[src/rtl/eq_menu_pkg.sv]
// Shared types for the equaliser front-panel controller: FSM states, menu items
// and a small helper for write-port decoding.
package eq_menu_pkg;

  typedef enum logic [3:0] {
    ST_INIT       = 4'd0,
    ST_IDLE       = 4'd1,
    ST_MENU       = 4'd2,
    ST_BAND_SEL   = 4'd3,
    ST_SET_GAIN   = 4'd4,
    ST_WRITE1     = 4'd5,
    ST_SET_OFFSET = 4'd6,
    ST_PRESET_SEL = 4'd7,
    ST_WRITE_ALL  = 4'd8,
    ST_RESET_DSP  = 4'd9
  } state_e;

  typedef enum logic [2:0] {
    M_EQ     = 3'd0,
    M_OFFSET = 3'd1,
    M_LOAD   = 3'd2,
    M_SAVE   = 3'd3,
    M_RESET  = 3'd4
  } menu_e;

  localparam int MENU_N = 5;

  function automatic logic is_write(state_e s);
    return (s == ST_WRITE1) || (s == ST_WRITE_ALL);
  endfunction

endpackage

[src/rtl/key_event.sv]
// Rising-edge event generator for one debounced key, with optional auto-repeat
// after REPEAT_DLY cycles of hold and every REPEAT_PER cycles thereafter.
module key_event #(
  parameter bit REPEAT_EN  = 1'b0,
  parameter int REPEAT_DLY = 5000000,
  parameter int REPEAT_PER = 1000000
) (
  input  logic i_clk,
  input  logic i_rst,
  input  logic i_level,
  output logic o_evt
);

  logic prev;
  logic rise;

  assign rise = i_level & ~prev;

  always_ff @(posedge i_clk) begin
    if (i_rst) prev <= 1'b0;
    else       prev <= i_level;
  end

  generate
    if (REPEAT_EN) begin : g_rep
      localparam int CNT_MAX = (REPEAT_DLY > REPEAT_PER) ? REPEAT_DLY : REPEAT_PER;
      localparam int CNT_W   = $clog2(CNT_MAX + 1);

      // Down-counter reaches zero exactly on each repeat slot while held.
      logic [CNT_W-1:0] cnt;
      logic             hit;

      assign hit = i_level & prev & (cnt == '0);

      always_ff @(posedge i_clk) begin
        if (i_rst)                     cnt <= '0;
        else if (rise)                 cnt <= CNT_W'(REPEAT_DLY - 1);
        else if (hit)                  cnt <= CNT_W'(REPEAT_PER - 1);
        else if (i_level && cnt != '0) cnt <= cnt - CNT_W'(1);
      end

      assign o_evt = rise | hit;
    end else begin : g_norep
      assign o_evt = rise;
    end
  endgenerate

endmodule

[src/rtl/eq_menu_ctrl.sv]
// Equaliser front-panel controller: key events, menu/band/gain/offset/preset FSM
// and a valid/ready gain write port towards the DSP.
module eq_menu_ctrl
  import eq_menu_pkg::*;
#(
  parameter int N_BAND     = 7,
  parameter int GAIN_W     = 16,
  parameter int GAIN_MAX   = 12,
  parameter int GAIN_MIN   = -12,
  parameter int N_OFFSET   = 4,
  parameter int N_PRESET   = 4,
  parameter int REPEAT_DLY = 5000000,
  parameter int REPEAT_PER = 1000000
) (
  input  logic                          i_clk,
  input  logic                          i_rst,
  input  logic                          i_select,
  input  logic                          i_back,
  input  logic                          i_up,
  input  logic                          i_down,
  input  logic                          i_init_done,
  output logic                          o_init_start,
  output logic [3:0]                    o_state,
  output logic [2:0]                    o_menu_sel,
  output logic [$clog2(N_BAND)-1:0]     o_band,
  output logic [GAIN_W-1:0]             o_gain,
  output logic [$clog2(N_OFFSET)-1:0]   o_offset,
  output logic [$clog2(N_PRESET)-1:0]   o_preset,
  output logic                          o_dsp_reset,
  output logic                          o_wr_valid,
  output logic [$clog2(N_BAND)-1:0]     o_wr_band,
  output logic [GAIN_W-1:0]             o_wr_gain,
  input  logic                          i_wr_ready
);

  localparam int BAND_W = $clog2(N_BAND);
  localparam int OFF_W  = $clog2(N_OFFSET);
  localparam int PRE_W  = $clog2(N_PRESET);

  localparam logic signed [GAIN_W-1:0] GMAX = GAIN_W'(GAIN_MAX);
  localparam logic signed [GAIN_W-1:0] GMIN = GAIN_W'(GAIN_MIN);
  localparam logic [BAND_W-1:0] BAND_LAST = BAND_W'(N_BAND - 1);
  localparam logic [OFF_W-1:0]  OFF_LAST  = OFF_W'(N_OFFSET - 1);
  localparam logic [PRE_W-1:0]  PRE_LAST  = PRE_W'(N_PRESET - 1);
  localparam menu_e             MENU_LAST = menu_e'(MENU_N - 1);

  // Key order: 0 back, 1 select, 2 up, 3 down; only up/down auto-repeat.
  logic [3:0] key_lvl, key_evt;
  assign key_lvl = {i_down, i_up, i_select, i_back};

  generate
    for (genvar k = 0; k < 4; k++) begin : g_key
      key_event #(
        .REPEAT_EN  (k >= 2),
        .REPEAT_DLY (REPEAT_DLY),
        .REPEAT_PER (REPEAT_PER)
      ) u_key (
        .i_clk   (i_clk),
        .i_rst   (i_rst),
        .i_level (key_lvl[k]),
        .o_evt   (key_evt[k])
      );
    end
  endgenerate

  logic e_back, e_sel, e_up, e_dn;
  assign e_back = key_evt[0];
  assign e_sel  = key_evt[1] & ~key_evt[0];
  assign e_up   = key_evt[2] & ~|key_evt[1:0];
  assign e_dn   = key_evt[3] & ~|key_evt[2:0];

  state_e                                   state, state_d;
  menu_e                                    menu_sel, menu_d;
  logic [BAND_W-1:0]                        band, band_d, wr_idx, idx_d;
  logic [OFF_W-1:0]                         offset, off_d;
  logic [PRE_W-1:0]                         preset, pre_d;
  logic [N_BAND-1:0][GAIN_W-1:0]            gains, gains_d;
  logic [N_PRESET-1:0][N_BAND-1:0][GAIN_W-1:0] presets, presets_d;

  always_ff @(posedge i_clk) begin
    if (i_rst) begin
      state    <= ST_INIT;
      menu_sel <= M_EQ;
      band     <= '0;
      wr_idx   <= '0;
      offset   <= '0;
      preset   <= '0;
      gains    <= '0;
      presets  <= '0;
    end else begin
      state    <= state_d;
      menu_sel <= menu_d;
      band     <= band_d;
      wr_idx   <= idx_d;
      offset   <= off_d;
      preset   <= pre_d;
      gains    <= gains_d;
      presets  <= presets_d;
    end
  end

  always_comb begin
    state_d   = state;
    menu_d    = menu_sel;
    band_d    = band;
    idx_d     = wr_idx;
    off_d     = offset;
    pre_d     = preset;
    gains_d   = gains;
    presets_d = presets;
    case (state)
      ST_INIT: if (i_init_done) state_d = ST_IDLE;
      ST_IDLE: begin
        if (e_sel) begin
          state_d = ST_MENU;
          menu_d  = M_EQ;
        end
      end
      ST_MENU: begin
        if (e_back) state_d = ST_IDLE;
        else if (e_sel) begin
          case (menu_sel)
            M_EQ: begin
              state_d = ST_BAND_SEL;
              band_d  = '0;
            end
            M_OFFSET:       state_d = ST_SET_OFFSET;
            M_LOAD, M_SAVE: state_d = ST_PRESET_SEL;
            M_RESET: begin
              // Clear on entry so gains/offset read zero during the pulse cycle.
              state_d = ST_RESET_DSP;
              gains_d = '0;
              off_d   = '0;
            end
            default: ;
          endcase
        end
        else if (e_up) menu_d = (menu_sel == MENU_LAST) ? M_EQ : menu_e'(menu_sel + 3'd1);
        else if (e_dn) menu_d = (menu_sel == M_EQ) ? MENU_LAST : menu_e'(menu_sel - 3'd1);
      end
      ST_BAND_SEL: begin
        if (e_back)     state_d = ST_MENU;
        else if (e_sel) state_d = ST_SET_GAIN;
        else if (e_up && band != BAND_LAST) band_d = band + BAND_W'(1);
        else if (e_dn && band != '0)        band_d = band - BAND_W'(1);
      end
      ST_SET_GAIN: begin
        if (e_back || e_sel) state_d = ST_WRITE1;
        else if (e_up && $signed(gains[band]) < GMAX) gains_d[band] = gains[band] + GAIN_W'(1);
        else if (e_dn && $signed(gains[band]) > GMIN) gains_d[band] = gains[band] - GAIN_W'(1);
      end
      ST_WRITE1: if (i_wr_ready) state_d = ST_BAND_SEL;
      ST_SET_OFFSET: begin
        if (e_back || e_sel) state_d = ST_MENU;
        else if (e_up && offset != OFF_LAST) off_d = offset + OFF_W'(1);
        else if (e_dn && offset != '0)       off_d = offset - OFF_W'(1);
      end
      ST_PRESET_SEL: begin
        if (e_back) state_d = ST_MENU;
        else if (e_sel) begin
          if (menu_sel == M_SAVE) begin
            presets_d[preset] = gains;
            state_d           = ST_MENU;
          end else begin
            gains_d = presets[preset];
            idx_d   = '0;
            state_d = ST_WRITE_ALL;
          end
        end
        else if (e_up && preset != PRE_LAST) pre_d = preset + PRE_W'(1);
        else if (e_dn && preset != '0)       pre_d = preset - PRE_W'(1);
      end
      ST_WRITE_ALL: begin
        if (i_wr_ready) begin
          if (wr_idx == BAND_LAST) begin
            state_d = ST_MENU;
            idx_d   = '0;
          end else begin
            idx_d = wr_idx + BAND_W'(1);
          end
        end
      end
      ST_RESET_DSP: state_d = ST_MENU;
      default:      state_d = ST_INIT;
    endcase
  end

  logic [BAND_W-1:0] wb;
  assign wb = (state == ST_WRITE1) ? band : wr_idx;

  assign o_init_start = (state == ST_INIT);
  assign o_state      = state;
  assign o_menu_sel   = menu_sel;
  assign o_band       = band;
  assign o_gain       = gains[band];
  assign o_offset     = offset;
  assign o_preset     = preset;
  assign o_dsp_reset  = (state == ST_RESET_DSP);
  assign o_wr_valid   = is_write(state);
  assign o_wr_band    = wb;
  assign o_wr_gain    = gains[wb];

endmodule

[config.mk]
export PLATFORM = sky130hd
export DESIGN_NAME = eq_menu_ctrl
export DESIGN_NICKNAME = d
export VERILOG_FILES = /design/src/rtl/eq_menu_pkg.sv /design/src/rtl/key_event.sv /design/src/rtl/eq_menu_ctrl.sv
export SDC_FILE = /design/constraint.sdc
export NUM_CORES = 2
export LEC_CHECK = 0
export ABC_AREA = 1
export CORE_MARGIN = 4
export CORE_UTILIZATION = 55
export CTS_CLUSTER_SIZE = 10
export DETAILED_ROUTE_END_ITERATION = 7
export DONT_BUFFER_PORTS = 1
export PLACE_DENSITY = 0.7
export SYNTH_ARGS = -nofsm -noshare
export SYNTH_HDL_FRONTEND = slang
export SYNTH_SLANG_ARGS = --single-unit
[constraint.sdc]
create_clock -name i_clk -period 2.8 [get_ports i_clk]
set_input_delay 0.14 -clock i_clk [delete_from_list [all_inputs] [get_ports i_clk]]
set_output_delay 0.14 -clock i_clk [all_outputs]
set_load 0.05 [all_outputs]
-- After elaboration in Yosys (flattened, before gate mapping)
Cells that the tools add are included.
- word-level logic and storage cells: 261
- memories kept: 0
- input bits: 8
- output and inout bits: 52
- bits in writable memories: 0
- latch bits: 0
- bits in registers: 627
- ROM bits: 0
- reduce and logical (&&, ||, !) cells: 50
- multiply operators: 0
- shift operators: 0
- add/sub/neg operators: 13
- muxes and demuxes: 77
- bitwise gates (word level): 19
- $lt $le $gt $ge: 7
- divide/modulo/power cells: 0
- equality and inequality tests: 44
- operator list (kind ; number):
    two-way mux 112 bit ; 11
    bitwise mux 448 bit ; 1
    case mux 112 bit (3 select lines) ; 1
    binary-select mux 112 bit (select 2 bit) ; 1
    bitwise mux 112 bit ; 2
    demux 112 bit (select 2 bit) ; 1
    two-way mux 23 bit ; 6
    binary-select mux 16 bit (select 3 bit) ; 2
    two-way mux 3 bit ; 20
    two-way mux 4 bit ; 14
    demux 16 bit (select 3 bit) ; 1
    two-way mux 16 bit ; 3
    logical NOT 23 bit ; 2
    nonzero test 23 bit ; 2
    subtractor 23 x 1 -> 23 bit, second input constant ; 2
    inequality test 2 bit, second input constant ; 21
    case mux 4 bit (10 select lines) ; 1
    inequality test 3 bit, second input constant ; 8
    case mux 3 bit (2 select lines) ; 3
    nonzero test 2 bit ; 9
    adder 16 x 1 -> 16 bit, second input constant ; 1
    == test 4 x 3 -> 1 bit, second input constant ; 4
    > comparator 16 x 5 -> 1 bit, second input constant ; 1
    less-than comparator 16 x 5 -> 1 bit, second input constant ; 1
    other kinds (36) ; 92

-- Longest topological paths before layout
- word-level depth: 12
- depth in mapped cells: 25
- depth with buffers taken out: 20

-- Hierarchy
A second synthesis with hierarchy kept.
- cell total of the unflattened synthesis: 5253
- area, all modules: 33311.9 um^2
- modules (own cells, without submodules) (module ; area an instance (um^2) ; times used ; seq. area each (um^2) ; cells each):
    eq_menu_ctrl ; 30121.4 ; 1 ; 11551.1 ; 4752
    key_event at g_key[3].u_key ; 1580.3 ; 1 ; 480.5 ; 246
    key_event at g_key[2].u_key ; 1547.7 ; 1 ; 480.5 ; 247
    key_event at g_key[0].u_key ... ; 31.3 ; 2 ; 20.0 ; 4

-- Worst setup path after synthesis
Ideal clock, no wire load.
- path type: register to register
- start: register band[0], in the netlist o_band[0]
- end: register gains[12] (netlist bit)
- clock period less this slack: 3417 ps
- path buffers: 5
- arrival: 3303 ps
- setup time: 114 ps
- path slack: -617 ps
- stages on the path, launching flop included: 26
- cell sequence: dfxtp_1 > buf_6 > inv_2 > buf_6 > buf_6 > buf_6 > buf_6 > nand2_1 > nand2_1 > nand2_1 > nand2_1 > nand2_1 > nand2_1 > inv_1 > ha_1 > inv_1 > nor3_1 > nand3_1 > nand2_1 > nand2_1 > inv_1 > nand2_1 > nand2_1 > nand2_1 > a21oi_1 > nor2_1
- elaborated cells between the ends (all ways): 21
- classes of those cells: add/sub: 2; order compare: 4; eq/ne: 1; mux: 10; reduce/logical: 4
- RTL lines (element ; line ; text):
    start: declaration ; eq_menu_ctrl.sv:74 ; logic [BAND_W-1:0] band, band_d, wr_idx, idx_d;
    start signal: assignment ; eq_menu_ctrl.sv:93 ; band <= band_d;
    binary-select mux 16 bit (select 3 bit) * ; -- ;
    two-way mux 16 bit * ; -- ;
    net o_gain[1] ; eq_menu_ctrl.sv:26 ; output logic [GAIN_W-1:0] o_gain,
    subtractor 16 x 1 -> 16 bit ; eq_menu_ctrl.sv:150 ; else if (e_dn && $signed(gains[band]) > GMIN) gains_d[band] = gains[band] - GAIN_W'(1);
    bitwise mux 112 bit ; eq_menu_ctrl.sv:150 ;
    two-way mux 112 bit ; eq_menu_ctrl.sv:150 ;
    two-way mux 112 bit ; eq_menu_ctrl.sv:149 ; else if (e_up && $signed(gains[band]) < GMAX) gains_d[band] = gains[band] + GAIN_W'(1);
    two-way mux 112 bit ; eq_menu_ctrl.sv:148 ; if (e_back || e_sel) state_d = ST_WRITE1;
    case mux 112 bit (3 select lines) ; eq_menu_ctrl.sv:111 ; case (state)
    end signal: assignment ; eq_menu_ctrl.sv:97 ; gains <= gains_d;
    end: declaration ; eq_menu_ctrl.sv:77 ; logic [N_BAND-1:0][GAIN_W-1:0] gains, gains_d;
Mark *: on every way through the listed nets, which the timed path passes. The rest lies on a longest branch. The select of a mux whose other input is x is not followed.
A chain may end at the register's enable or synchronous reset.

-- Final worst setup path
- start: register band[0], in the netlist o_band[0]
- end: output port o_wr_gain[12]
- word-level cells in the longest chain between the ends: 3
- RTL lines (element ; line ; text):
    two-way mux 3 bit ; eq_menu_ctrl.sv:189 ; assign wb = (state == ST_WRITE1) ? band : wr_idx;
    binary-select mux 16 bit (select 3 bit) ; eq_menu_ctrl.sv:201 ; assign o_wr_gain = gains[wb];
    two-way mux 16 bit (not written as such) ; eq_menu_ctrl.sv:201 ;
    end: declaration ; eq_menu_ctrl.sv:32 ; output logic [GAIN_W-1:0] o_wr_gain,
No other way between the ends. The select of a mux whose other input is x is not followed.

==> flow_metrics.py <==
metrics = {
    "yosys": {
        "synth_warnings": 0,
        "ys_async_sr_fraction_pct": 0,
        "syn_inst": 5078,
        "synth-seq-cells": 627,
        "syn_avg_cell_area_um2": 6.47,
        "ys_seq_area_share_pct": 38.2,
        "synth_nets": 5098,
        "synth.distinct_cells": 51,
        "synth-edff-count": 0,
        "synth_ff_type": "dfxtp_1",
        "synth_area_um2": 32800,
    },
    "sta": {
        "fin_crit_ps": 2950,
        "rsz0062_at_grt": "yes",
        "worst_slew_pin_slew_ps": 1230,
        "skew_ps": 30.2,
        "period_share_pct": 106,
        "final_max_slew_viol_count": 0,
        "max_slew_margin_pct": 18.3,
        "layout_setup_ws_ps": -155,
        "finalHoldViolCount": 0,
        "finalSetupViolations": 87,
        "max_freq_ghz": 0.338,
        "totalNegativeSetupSlack_ps": -3460,
    },
    "detailed_routing": {
        "antenna_left": 0,
        "dr.first_iter.drc_count": 4612,
        "drc_errors": 1,
        "viasPerCell": 5.96,
        "wirelength_um": 121000,
        "avgRoutedWirePerCell_um": 20.1,
        "vias": 35700,
        "drt_pass1_iterations": 8,
    },
    "setup_path": {
        "r2r_setup_slack_ps": -80,
        "worstPathRequired_ps": 2660,
        "cp_cell_sequence": "inv_6 > buf_12 > buf_12 > nand2_4 > o21ai_4 > buf_12 > inv_16 > buf_12 > buf_16 > a21oi_2 > buf_4 > o32a_4 > buf_12",
        "cp_top_family": "buffers and inverters",
        "crit_fanout": 14,
        "crit_type": "reg -> out",
        "path_common_cell": "buf_12",
        "cp_num_buf_inv": 9,
        "start_kind": "flop",
        "arrival_ps": 2810,
        "slowest_stage": "o32a_4",
        "critPathMaxStageDelay_ps": 400,
        "end_kind": "primary output",
    },
    "place": {
        "io_buffers": 0,
        "post-place-ws_ps": -115,
        "place.gp.congestion": 1.02,
        "dpl_cell_area_um2": 35400,
        "hpwl_um": 70500,
    },
    "run_status": {
        "violations": "DRC, setup timing",
        "status": "complete, but fails checks",
    },
    "final_layout": {
        "seqCellArea_um2": 12600,
        "fin_area_um2": 41200,
        "multi_input_area_um2": 18000,
        "num_antenna_cells": 0,
        "layout.nets": 5229,
        "layout-drive-gt1-share_pct": 16.8,
        "areaGrowthSynthToFinish_pct": 25.6,
        "nFillCells": 4879,
        "final_util_pct": 69.9,
    },
    "floorplan": {
        "rows": 89,
        "io_pins": 60,
        "die_h_um": 252,
        "coreArea_um2": 59000,
        "die_area_um2": 63700,
        "initial_utilization_pct": 55.6,
        "die_w_um": 252,
    },
    "clock_tree": {
        "cts_max_path_buffers": 3,
        "cts_tree": "done",
        "cts_buffers": 75,
        "clkTransAtPathRegs_ps": 70,
        "cts.sinks": 627,
        "clkLatencyLatePin_ps": 630,
        "clockRootBuffer": "clkbuf_16",
        "cts_htree_levels": 3,
    },
    "global_routing": {
        "grt_util_all_layers_pct": 34.1,
        "antenna_found_initial": 4,
        "grt_pass1_wl_um": 176000,
        "grt_pass1_vias": 31000,
        "grt_overflow": 0,
        "grt_use_met3_pct": 8.43,
        "grt_busiest_layer": "met2",
        "grt_max_degree": 132,
        "globalRouteMet1Util_pct": 46.8,
        "grt_use_met2_pct": 52.2,
    },
    "pwr": {
        "p_leak_nw": 16.5,
        "total_power_mw": 34.6,
        "ir_worst_vdd_mv": 0.736,
        "power_density_nw_per_um2": 840,
    },
    "hold_path": {
        "min_path_type": "in -> reg",
    },
    "flow_run": {
        "cap_violations": 0,
    },
}
cell usage in the layout, fill, tap and decap left out, types with 94 or more instances in the layout:
master,instances
buf_4,236
a21oi_1,587
nand2_1,858
nor2_1,304
clkbuf_16,94
inv_1,706
o22ai_1,114
dfxtp_1,622
o21ai_0,789
nand3_1,180
through the flow:
step | cells | hold WS [ps]
2_1_floorplan | 5078 | 265
3_3_place_gp | 5777 | 206
3_5_place_dp | 5777 | 207
4_1_cts | 5918 | 134
5_1_grt | 6001 | 123
6_report | 6001 | 94.1
where the power goes:
part           total, mW  switching [mW]  leakage [nW]  internal, mW
registers           10.9            1.28          5.07          9.61
logic               15.0            9.22          10.4          5.83
clock network       8.72            3.69          1.02          5.03
worst paths after layout:
check | end | cells after the start | startpoint
max reg2reg | gains[18]$_SDFFE_PP0P_ | 21 | o_band[0]$_SDFFE_PP0P_
min reg2reg | presets[122]$_SDFFE_PP0P_ | 2 | presets[122]$_SDFFE_PP0P_
max | o_wr_gain[12] | 13 | o_band[0]$_SDFFE_PP0P_
min | o_state[0]$_SDFFE_PP0P_ | 7 | i_wr_ready
cell type report:
| class | instances | share of cell area [%] |
|---|---|---|
| multi-input cells | 3369 | 43.6 |
| flip-flops and latches | 627 | 30.5 |
| repair buffers | 402 | 11.8 |
| inverters | 734 | 6.81 |
| clock buffers | 89 | 4.91 |
| well taps | 773 | 2.35 |
| clock inverters | 7 | 0.103 |
logic make-up after synthesis:
group                    after synthesis  share of synthesized area (%)
adder cells (fa/ha/maj)               12                          0.480
XOR/XNOR                              33                          0.945
buffers and inverters               1083                           13.1
flip-flops                           627                           38.2
AO/OA/AOI/OAI                       1671                           26.6
AND/OR/NAND/NOR                     1652                           20.7
synth_stat cells (10+ instances only):
cell	count	area (um^2)
nand2_1	951	3570
o21ai_0	840	4200
inv_1	727	2730
a21oi_1	645	3230
dfxtp_1	627	12600
nor2_1	350	1310
clkbuf_1	281	1050
nand3_1	261	1310
o22ai_1	114	713
buf_2	32	160
xor2_1	25	219
nor3_1	22	110
buf_6	21	236
nand4_1	21	131
o32a_1	16	160
a21boi_0	15	113
ha_1	11	138
a221oi_1	10	87.6
a31oi_1	10	62.6
state kept, by name (all words and copies together), names as in the netlist:
register and cells:
o_preset 2, o_state 4, g_key.u_key.prev 4, o_menu_sel 3
gains 112, g_key.u_key.g_rep.cnt 46, presets 448, o_band 3
o_offset 2, wr_idx 3
timing repair:
action,CTS,global route
hold buffers,7,0
cloned,11,21
setup endpoints to repair,51,136
gates resized for setup,103,477
endpoints found under the hold margin,117,0
pin swaps,14,146
buffers inserted,27,65
routing by layer:
layer	wire, um	up-vias
met5	27	-
met4	7050	4
met3	15200	565
met2	51700	2098
met1	46800	16300
li1	-	16800
worst min-delay path, delay by kind of cell:
family	cells	cell delay (ps)
AND/OR/NAND/NOR	2	110
AO/OA/AOI/OAI	4	260
buffers and inverters	1	140
Note: power is estimated with default switching activity, not from simulation.
